<file path="src/rtl/elevator_pkg.sv">
// elevator_pkg: shared call types for the hall-call generator and its FIFO.
//   dir_t  : call direction (DIR_UP / DIR_DN)
//   call_t : one hall call {floor, dir}
package elevator_pkg;
    localparam int FLOOR_W = 4;
    typedef enum logic {DIR_UP = 1'b0, DIR_DN = 1'b1} dir_t;
    typedef struct packed {
        logic [FLOOR_W-1:0] floor;
        dir_t               dir;
    } call_t;
endpackage

</file>
<file path="src/rtl/call_request_gen_fifo.sv">
// call_fifo: synchronous FIFO with registered storage; head is read straight from the array.
//   clk, rst    : clock, asynchronous active-high reset
//   push, din   : write request and data (taken when not full, or when full and popping)
//   pop         : read request (ignored when empty)
//   dout        : head entry
//   full, empty : occupancy flags
module call_fifo
    import elevator_pkg::*;
#(
    parameter int  DEPTH = 4,
    parameter type T     = call_t
) (
    input  logic clk,
    input  logic rst,
    input  logic push,
    input  T     din,
    input  logic pop,
    output T     dout,
    output logic full,
    output logic empty
);
    localparam int AW = $clog2(DEPTH);
    T               mem [DEPTH];
    logic [AW-1:0]  wr_ptr;
    logic [AW-1:0]  rd_ptr;
    logic [AW:0]    count;
    logic           do_push;
    logic           do_pop;
    assign full    = count == (AW+1)'(DEPTH);
    assign empty   = count == '0;
    assign do_pop  = pop && !empty;
    // A pop in the same cycle frees a slot, so a full FIFO still takes the push.
    assign do_push = push && (!full || do_pop);
    assign dout    = mem[rd_ptr];
    always_ff @(posedge clk or posedge rst) begin
        if (rst) begin
            wr_ptr <= '0;
            rd_ptr <= '0;
            count  <= '0;
            for (int i = 0; i < DEPTH; i++) mem[i] <= '0;
        end else begin
            if (do_push) begin
                mem[wr_ptr] <= din;
                wr_ptr      <= wr_ptr + 1'b1;
            end
            if (do_pop) rd_ptr <= rd_ptr + 1'b1;
            count <= count + {{AW{1'b0}}, do_push} - {{AW{1'b0}}, do_pop};
        end
    end
endmodule

</file>
<file path="src/rtl/call_request_gen.sv">
// call_request_gen: turns rng words into paced, deduplicated hall calls queued for the dispatcher.
//   clk, rst                        : clock, asynchronous active-high reset
//   randy[11:0]                     : random word (press = [11:8], floor = [7:4], dir = [0])
//   enable                          : run the sampling prescaler
//   req_valid/req_floor/req_dir     : FIFO head call, popped on req_valid && req_ready
//   req_ready                       : dispatcher accepts the head call
//   svc_valid/svc_floor/svc_dir     : dispatcher reports a serviced call (clears pending bit)
//   pending_up/pending_dn           : per-floor pending-call maps
//   overflow                        : sticky, a new call was lost to a full FIFO
module call_request_gen
    import elevator_pkg::*;
#(
    parameter int NUM_FLOORS   = 8,
    parameter int SAMPLE_DIV   = 4,
    parameter int PRESS_THRESH = 4,
    parameter int DEPTH        = 4
) (
    input  logic                  clk,
    input  logic                  rst,
    input  logic [11:0]           randy,
    input  logic                  enable,
    output logic                  req_valid,
    output logic [3:0]            req_floor,
    output logic                  req_dir,
    input  logic                  req_ready,
    input  logic                  svc_valid,
    input  logic [3:0]            svc_floor,
    input  logic                  svc_dir,
    output logic [NUM_FLOORS-1:0] pending_up,
    output logic [NUM_FLOORS-1:0] pending_dn,
    output logic                  overflow
);
    localparam int CW = SAMPLE_DIV > 1 ? $clog2(SAMPLE_DIV) : 1;
    logic [CW-1:0]      cnt;
    logic               tick;
    logic [FLOOR_W-1:0] floor;
    logic               press;
    logic               in_range;
    dir_t               dir;
    logic [15:0]        up_ext;
    logic [15:0]        dn_ext;
    logic               dup;
    logic               cand;
    logic               pop;
    logic               accept;
    logic               drop;
    logic               full;
    logic               empty;
    logic               svc_ok;
    logic [15:0]        set_vec;
    logic [15:0]        clr_vec;
    logic [15:0]        up_nx;
    logic [15:0]        dn_nx;
    logic               unused_bits;
    call_t              head;
    assign tick     = enable && cnt == CW'(SAMPLE_DIV - 1);
    assign floor    = randy[7:4];
    assign press    = {1'b0, randy[11:8]} < 5'(PRESS_THRESH);
    assign in_range = {1'b0, floor} < 5'(NUM_FLOORS);
    // End floors only have one hall button, so their direction is fixed.
    assign dir      = floor == '0 ? DIR_UP
                    : floor == FLOOR_W'(NUM_FLOORS - 1) ? DIR_DN
                    : dir_t'(randy[0]);
    assign unused_bits = ^randy[3:1];
    // Maps widened to 16 bits so any 4-bit floor can index them safely.
    assign up_ext   = 16'(pending_up);
    assign dn_ext   = 16'(pending_dn);
    assign dup      = dir == DIR_DN ? dn_ext[floor] : up_ext[floor];
    assign cand     = tick && press && in_range && !dup;
    assign pop      = req_valid && req_ready;
    assign accept   = cand && (!full || pop);
    assign drop     = cand && full && !pop;
    assign svc_ok   = svc_valid && {1'b0, svc_floor} < 5'(NUM_FLOORS);
    assign set_vec  = accept ? 16'(1) << floor : 16'h0;
    assign clr_vec  = svc_ok ? 16'(1) << svc_floor : 16'h0;
    // Set is OR-ed after the clear so a same-cycle accept wins over service.
    assign up_nx    = (up_ext & ~(!svc_dir ? clr_vec : 16'h0)) | (dir == DIR_UP ? set_vec : 16'h0);
    assign dn_nx    = (dn_ext & ~(svc_dir ? clr_vec : 16'h0)) | (dir == DIR_DN ? set_vec : 16'h0);
    always_ff @(posedge clk or posedge rst) begin
        if (rst) begin
            cnt        <= '0;
            pending_up <= '0;
            pending_dn <= '0;
            overflow   <= 1'b0;
        end else begin
            if (enable) cnt <= tick ? '0 : cnt + 1'b1;
            pending_up <= NUM_FLOORS'(up_nx);
            pending_dn <= NUM_FLOORS'(dn_nx);
            if (drop) overflow <= 1'b1;
        end
    end
    call_fifo #(.DEPTH(DEPTH), .T(call_t)) u_fifo (
        .clk   (clk),
        .rst   (rst),
        .push  (accept),
        .din   ('{floor: floor, dir: dir}),
        .pop   (pop),
        .dout  (head),
        .full  (full),
        .empty (empty)
    );
    assign req_valid = !empty;
    assign req_floor = head.floor;
    assign req_dir   = head.dir;
endmodule

</file>
<file path="config.mk">
export PLATFORM = sky130hd
export DESIGN_NAME = call_request_gen
export DESIGN_NICKNAME = d
export VERILOG_FILES = /design/src/rtl/elevator_pkg.sv /design/src/rtl/call_request_gen_fifo.sv /design/src/rtl/call_request_gen.sv
export SDC_FILE = /design/constraint.sdc
export NUM_CORES = 1
export LEC_CHECK = 0
export ABC_AREA = 1
export CAP_MARGIN = 25
export CORE_ASPECT_RATIO = 0.5
export CORE_UTILIZATION = 28
export DETAILED_ROUTE_END_ITERATION = 7
export HOLD_SLACK_MARGIN = 0.05
export PLACE_DENSITY = 0.48
export SYNTH_ARGS = -nofsm -noshare
export SYNTH_HDL_FRONTEND = slang
export SYNTH_HIERARCHICAL = 1
export SYNTH_SLANG_ARGS = --single-unit
</file>
<file path="constraint.sdc">
create_clock -name clk -period 4.61 [get_ports clk]
set_clock_uncertainty 0.2 [all_clocks]
set_input_delay 0.6915 -clock clk [delete_from_list [all_inputs] [get_ports clk]]
set_output_delay 0.6915 -clock clk [all_outputs]
set_load 0.03 [all_outputs]
</file>
[Word level (Yosys, flattened, before mapping)]
Index checks and enable logic that the tools add are counted.
Cells by class
  shifts and indexed selects: 2
  add/subtract/negate cells: 5
  bitwise gates (word level): 8
  reductions and logical operators: 20
  magnitude comparators: 7
  equality and inequality tests: 3
  mux-type cells: 20
Operator list (count)
  $mux W8: 6
  $bwmux W20: 1
  $and A8 B8 Y8: 2
  $not A8 Y8: 2
  $or A8 B8 Y8: 2
  $shl A1 B4 Y8 const A: 2
  $mux W5: 3
  $logic_and A1 B1 Y1: 12
  $bmux W5 S2: 1
  $demux W5 S2: 1
  $bmux W1 S4: 2
  $lt A4 B4 Y1 const B: 2
  $add A2 B1 Y2 const B: 3
  $ge A3 B3 Y1 const B: 2
  $not A2 Y3: 2
  $lt A4 B5 Y1 const B: 1
  $mux W1: 5
  $eq A4 B3 Y1 const B: 1
  $logic_not A1 Y1: 4
  $logic_not A4 Y1: 1
  $lt A4 B3 Y1 const B: 1
  $add A3 B1 Y3: 1
  $eq A3 B3 Y1 const B: 1
  $logic_not A3 Y1: 1
  other kinds (5): 6
Word-level totals
  logic and storage cells: 80
  bits of input ports: 22
  output and inout bits: 23
  register bits after elaboration: 46

[Depth between registers and ports, before layout]
  depth after elaboration: 10
  gate-level depth with buffers: 19
  depth with buffers taken out: 17

[Cells and area by module]
Netlist, hierarchy kept.
Modules (own cells, without submodules)
  call_fifo: instances 1, seq. area each 675.6 µm², area an instance 1387.6 µm², cells an instance 162
  call_request_gen: instances 1, seq. area each 475.5 µm², area an instance 1206.2 µm², cells an instance 166

[Worst setup path after synthesis]
No wires, ideal clock.
  path type: input -> register
  start point: in randy[5]
  end point: reg u_fifo.count[2]
  setup slack: 1.431 ns
  cell stages on the path: 19
  data arrival time: 2.857 ns
  setup time: 0.122 ns
  buffers on the path: 2
  data required time: 4.288 ns
  cell sequence: buf_6 > nor2_4 > inv_2 > nor2_2 > inv_2 > nand2_4 > inv_4 > nand2_2 > nor2_4 > nor2_4 > nand2_1 > inv_1 > buf_2 > nand2_1 > ha_1 > inv_1 > ha_1 > fa_1 > xnor2_1
Between the ends
  cells in the longest elaborated chain, start to end: 10
  elaborated cells between the ends (all ways): 17
  those cells by class: add/sub (2); order compare (1); eq/ne (1); mux (7); reduce/logical (6)
RTL lines
  start, declared: RTL line call_request_gen.sv:20  | input logic [11:0] randy,
  $eq A4 B3 Y1: RTL line call_request_gen.sv:62  | : floor == FLOOR_W'(NUM_FLOORS - 1) ? DIR_DN
  $mux W1: RTL line call_request_gen.sv:62
  $mux W1 (*): RTL line call_request_gen.sv:61  | assign dir = floor == '0 ? DIR_UP
  net dir: RTL line call_request_gen.sv:39  | dir_t dir;
  $mux W1 (*): RTL line call_request_gen.sv:68  | assign dup = dir == DIR_DN ? dn_ext[floor] : up_ext[floor];
  $logic_not A1 Y1 (*): RTL line call_request_gen.sv:69  | assign cand = tick && press && in_range && !dup;
  $logic_and A1 B1 Y1 (*): RTL line call_request_gen.sv:69
  $logic_and A1 B1 Y1 (*): RTL line call_request_gen.sv:71  | assign accept = cand && (!full || pop);
  net accept: RTL line call_request_gen.sv:45  | logic accept;
  $logic_and A1 B1 Y1 (*): RTL line call_request_gen_fifo.sv:33  | assign do_push = push && (!full || do_pop);
  $add A3 B1 Y3 (*): RTL line call_request_gen_fifo.sv:47  | count <= count + {{AW{1'b0}}, do_push} - {{AW{1'b0}}, do_pop};
  $sub A3 B1 Y3 (*): RTL line call_request_gen_fifo.sv:47
  end signal, assigned: RTL line call_request_gen_fifo.sv:47
  end, declared: RTL line call_request_gen_fifo.sv:26  | logic [AW:0] count;
The timed path passes the listed nets; every way through them passes the cells marked *. The select of a mux whose other input is x is not followed.
A chain may end at the register's enable or synchronous reset.

[Worst setup path in the final report]
  start point: in randy[4]
  end point: reg u_fifo.count[2]
Between the ends
  cells in the longest elaborated chain, start to end: 10
  elaborated cells between the ends (all ways): 17
  those cells by class: add/sub (2); order compare (1); eq/ne (1); mux (7); reduce/logical (6)
RTL lines (RTL line)
  parallel branches: the longest is 5 deep, another holds $bmux W1 S4
  $logic_and A1 B1 Y1 (*): call_request_gen.sv:69
  $logic_and A1 B1 Y1 (*): call_request_gen.sv:71
  net accept: call_request_gen.sv:45
  $logic_and A1 B1 Y1 (*): call_request_gen_fifo.sv:33
  $add A3 B1 Y3 (*): call_request_gen_fifo.sv:47
  $sub A3 B1 Y3 (*): call_request_gen_fifo.sv:47
Mark *: on every way through the listed nets, which the timed path passes. The select of a mux whose other input is x is not followed.

==> flow_summary.toml <==
[outcome]
status = "finished, violations left"
violations_in_the_final_reports = "design-rule violations"

[logic_synthesis]
synth-edff-count = 0
synth_largest_type_area_fraction_pct = 44.4
postSynthNetCount = 358
synthAdderAreaFrac_pct = 4.15
netlist_top_cells_area = "sky130_fd_sc_hd__dfrtp_1 44%, sky130_fd_sc_hd__nand2_1 15%, sky130_fd_sc_hd__nand4_1 7.7%"
sequential_share_of_the_synthesized_area_pct = 44.4
synth_top_flop_cell = "sky130_fd_sc_hd__dfrtp_1"
synth_simple_gate_area_share_pct = 34.4
synth_xor_area_share_pct = 1.01
ys.warnings.count = 6
synth_compound_area_share_pct = 7.38
yosys.cell_count.top_type = "sky130_fd_sc_hd__nand2_1"
synth_seq_cells = 46
synthDistinctLibCells = 28
netlist_instances = 328
yosys-mux-area-fraction_pct = 0.434
synth_area_sq_um = 2590
yosysTopAreaCell = "sky130_fd_sc_hd__dfrtp_1"
synth.avg_cell_area_sq_um = 7.91
synth_async_sr_flop_share_pct = 100
synth_top_family_by_area = "simple AND/OR/NAND/NOR gates"
cell_types_with_the_highest_counts_after_synthesis = "104 x sky130_fd_sc_hd__nand2_1, 46 x sky130_fd_sc_hd__dfrtp_1, 32 x sky130_fd_sc_hd__nand4_1"

[clock_tree]
root_buffer_selected_by_cts = "sky130_fd_sc_hd__clkbuf_16"
hold_buffers = 0
numCtsBuffers = 5
cts.reportedPaths.clkPinSlew_ns = 0.06
postCtsResizedCells = 0
post-cts-setup-buffers = 0
clock-sinks = 46
clock_latency_of_the_later_clocked_register_in_the_worst_skew_pair_ns = 0.29
cts_buffer_depth = 2
cts_tree = "built"
htree_levels = 2

[cells_and_area]
finish.cell_count_without_fillers = 487
finalNetCount = 399
area.growth.synth_to_final_pct = 27.5
n_antenna_cell = 0
final_layout_size_suffix_gt1_share_pct = 8.65
layout.core_utilization_pct = 37.3

[timing]
worst_slew_margin_relative_to_its_limit_pct = 50.9
clock.fmax_mhz = 277
final.min_clock_period_ns = 3.60
report.final.setup_viol = 0
final.period_utilization_pct = 78.2
grt_setup_unrepaired = "no"
final-hold-violation-count = 0
maxSlewViolCount = 0
finalWorstSetupSlack_ns = 1.01
tightestPinTransition_ns = 0.736
final.setup.tns_ns = 0

[grt]
grt_pass1_vias = 2383
grt-ovfl-total = 0
antenna_violations_before_repair = 0
grt_pass1_wl_um = 11700
globalRouteTotalUtil_pct = 15.4
pin_count_of_the_biggest_net_entering_global_routing = 28

[critical_path]
critPathArrivalTime_ns = 3.58
critical_path.startpoint_type = "primary input"
critical_path_class = "in2reg"
maximum_fanout_along_the_worst_path = 11
critical_path_required_ns = 4.58
setup.worst_path.end_class = "register"

[job]
maxCapViolations = 0

[power]
peakVddDrop_uv = 171
power_per_cell_area_nw_per_um2 = 470
power.static_leakage_uw = 0.00163

[place]
gp_congestion = 0.833
dpl_worst_slack_ns = 0.674
numPortBuffers = 39
dp_hpwl_um = 4990
placed_cells = 479

[floorplan]
fp.coreArea_sq_um = 8860
area_of_the_die_sq_um = 9680
num_rows = 24
die_x_um = 138
ioPinCount = 45
start_util_pct = 29.3
die_height_um = 70.1

[detailed_routing]
iteration_0_drc_markers = 192
ant_nets = 0
remaining_drc_errors = 4
routed_wire_length_per_instance_um = 13.9
drt-pass1-iter-count = 6
drt-total-wl_um = 6750
avgViaCountPerCell = 4.86
vias = 2367

[hold_path]
min_path_type = "reg2reg"
[state kept, by name, indices dropped and copies added (netlist names)]
name,cells
pending_dn,8
u_fifo/count,3
u_fifo/rd_ptr,2
cnt,2
pending_up,8
u_fifo/mem,20
u_fifo/wr_ptr,2
overflow,1
[critical path, stage by stage]
cell and delay, ns:
sky130_fd_sc_hd__clkdlybuf4s50_1 0.83, sky130_fd_sc_hd__inv_2 0.17, sky130_fd_sc_hd__nand2_1 0.10, sky130_fd_sc_hd__nand2_1 0.06, sky130_fd_sc_hd__nand2_1 0.06, sky130_fd_sc_hd__nand3_1 0.08, sky130_fd_sc_hd__nand3_1 0.12, sky130_fd_sc_hd__nand2_2 0.07
sky130_fd_sc_hd__nor2_4 0.09, sky130_fd_sc_hd__nand2_1 0.10, sky130_fd_sc_hd__inv_1 0.08, sky130_fd_sc_hd__nand2_1 0.09, sky130_fd_sc_hd__ha_1 0.30, sky130_fd_sc_hd__inv_1 0.03, sky130_fd_sc_hd__ha_1 0.18, sky130_fd_sc_hd__fa_1 0.38
sky130_fd_sc_hd__xnor2_1 0.13
[final timing paths]
| path | to | cells past startpoint | start | slack, ns |
|---|---|---|---|---|
| max | u_fifo/count[2] | 17 | randy[4] | 1.01 |
| min | u_fifo/mem[6] | 2 | u_fifo/mem[6] | 0.27 |
| max reg2reg | u_fifo/count[2] | 13 | cnt[0] | 1.87 |
| min reg2reg | u_fifo/mem[6] | 2 | u_fifo/mem[6] | 0.27 |
| max in group asynchronous | pending_up[6] | 2 | rst | 3.09 |
| min in group asynchronous | u_fifo/wr_ptr[0] | 2 | rst | 0.49 |
[logic make-up after synthesis]
group | Yosys count
compound gates | 36
simple gates | 190
flops | 46
mux | 1
xor+xnor | 3
buf+inv | 44
fa+ha+maj | 8
[metal layers]
layer	vias to the layer above	share of wire [%]	routed length (um)	track usage [%]
li1	1169	-	-	-
met1	1136	49	3280	20.3
met2	55	45	3060	25.2
met3	7	5.0	338	3.91
met4	0	1.1	72	4.37
met5	-	0	0	0
[layout make-up]
type / count / area, sq um
Fill cell: 903 / 5550
Tap cell: 117 / 146
Multi-Input combinational cell: 238 / 1230
Sequential cell: 46 / 1150
Clock buffer: 6 / 139
Timing Repair Buffer: 45 / 455
Inverter: 33 / 126
Clock inverter: 2 / 60.1
[layout by cell type, fill, tap and decap left out, types with 7 or more instances in the layout]
cell type and n:
sky130_fd_sc_hd__ha_1 7, sky130_fd_sc_hd__o21ai_0 27, sky130_fd_sc_hd__nor2_1 24, sky130_fd_sc_hd__dfrtp_1 46, sky130_fd_sc_hd__clkdlybuf4s50_1 39, sky130_fd_sc_hd__nand3_1 14
sky130_fd_sc_hd__nand2_1 104, sky130_fd_sc_hd__nand4_1 32, sky130_fd_sc_hd__inv_1 28
[through the flow]
| step | area [sq um] | hold slack, ns | power, uW |
|---|---|---|---|
| floorplan | 2590 | 0.237 | 905 |
| global placement | 3080 | 0.254 | 1070 |
| detailed placement | 3110 | 0.256 | 1090 |
| CTS | 3310 | 0.271 | 1570 |
| global route | 3310 | 0.290 | 1660 |
| finish | 3310 | 0.265 | 1550 |
[where the power goes]
part           total [uW]  switching (uW)  internal, uW  leakage [uW]
registers             543            68.2           474      0.000622
clock network         482             157           326     0.0000971
logic                 529             329           201      0.000909
Note: power is estimated with default switching activity, not from simulation.
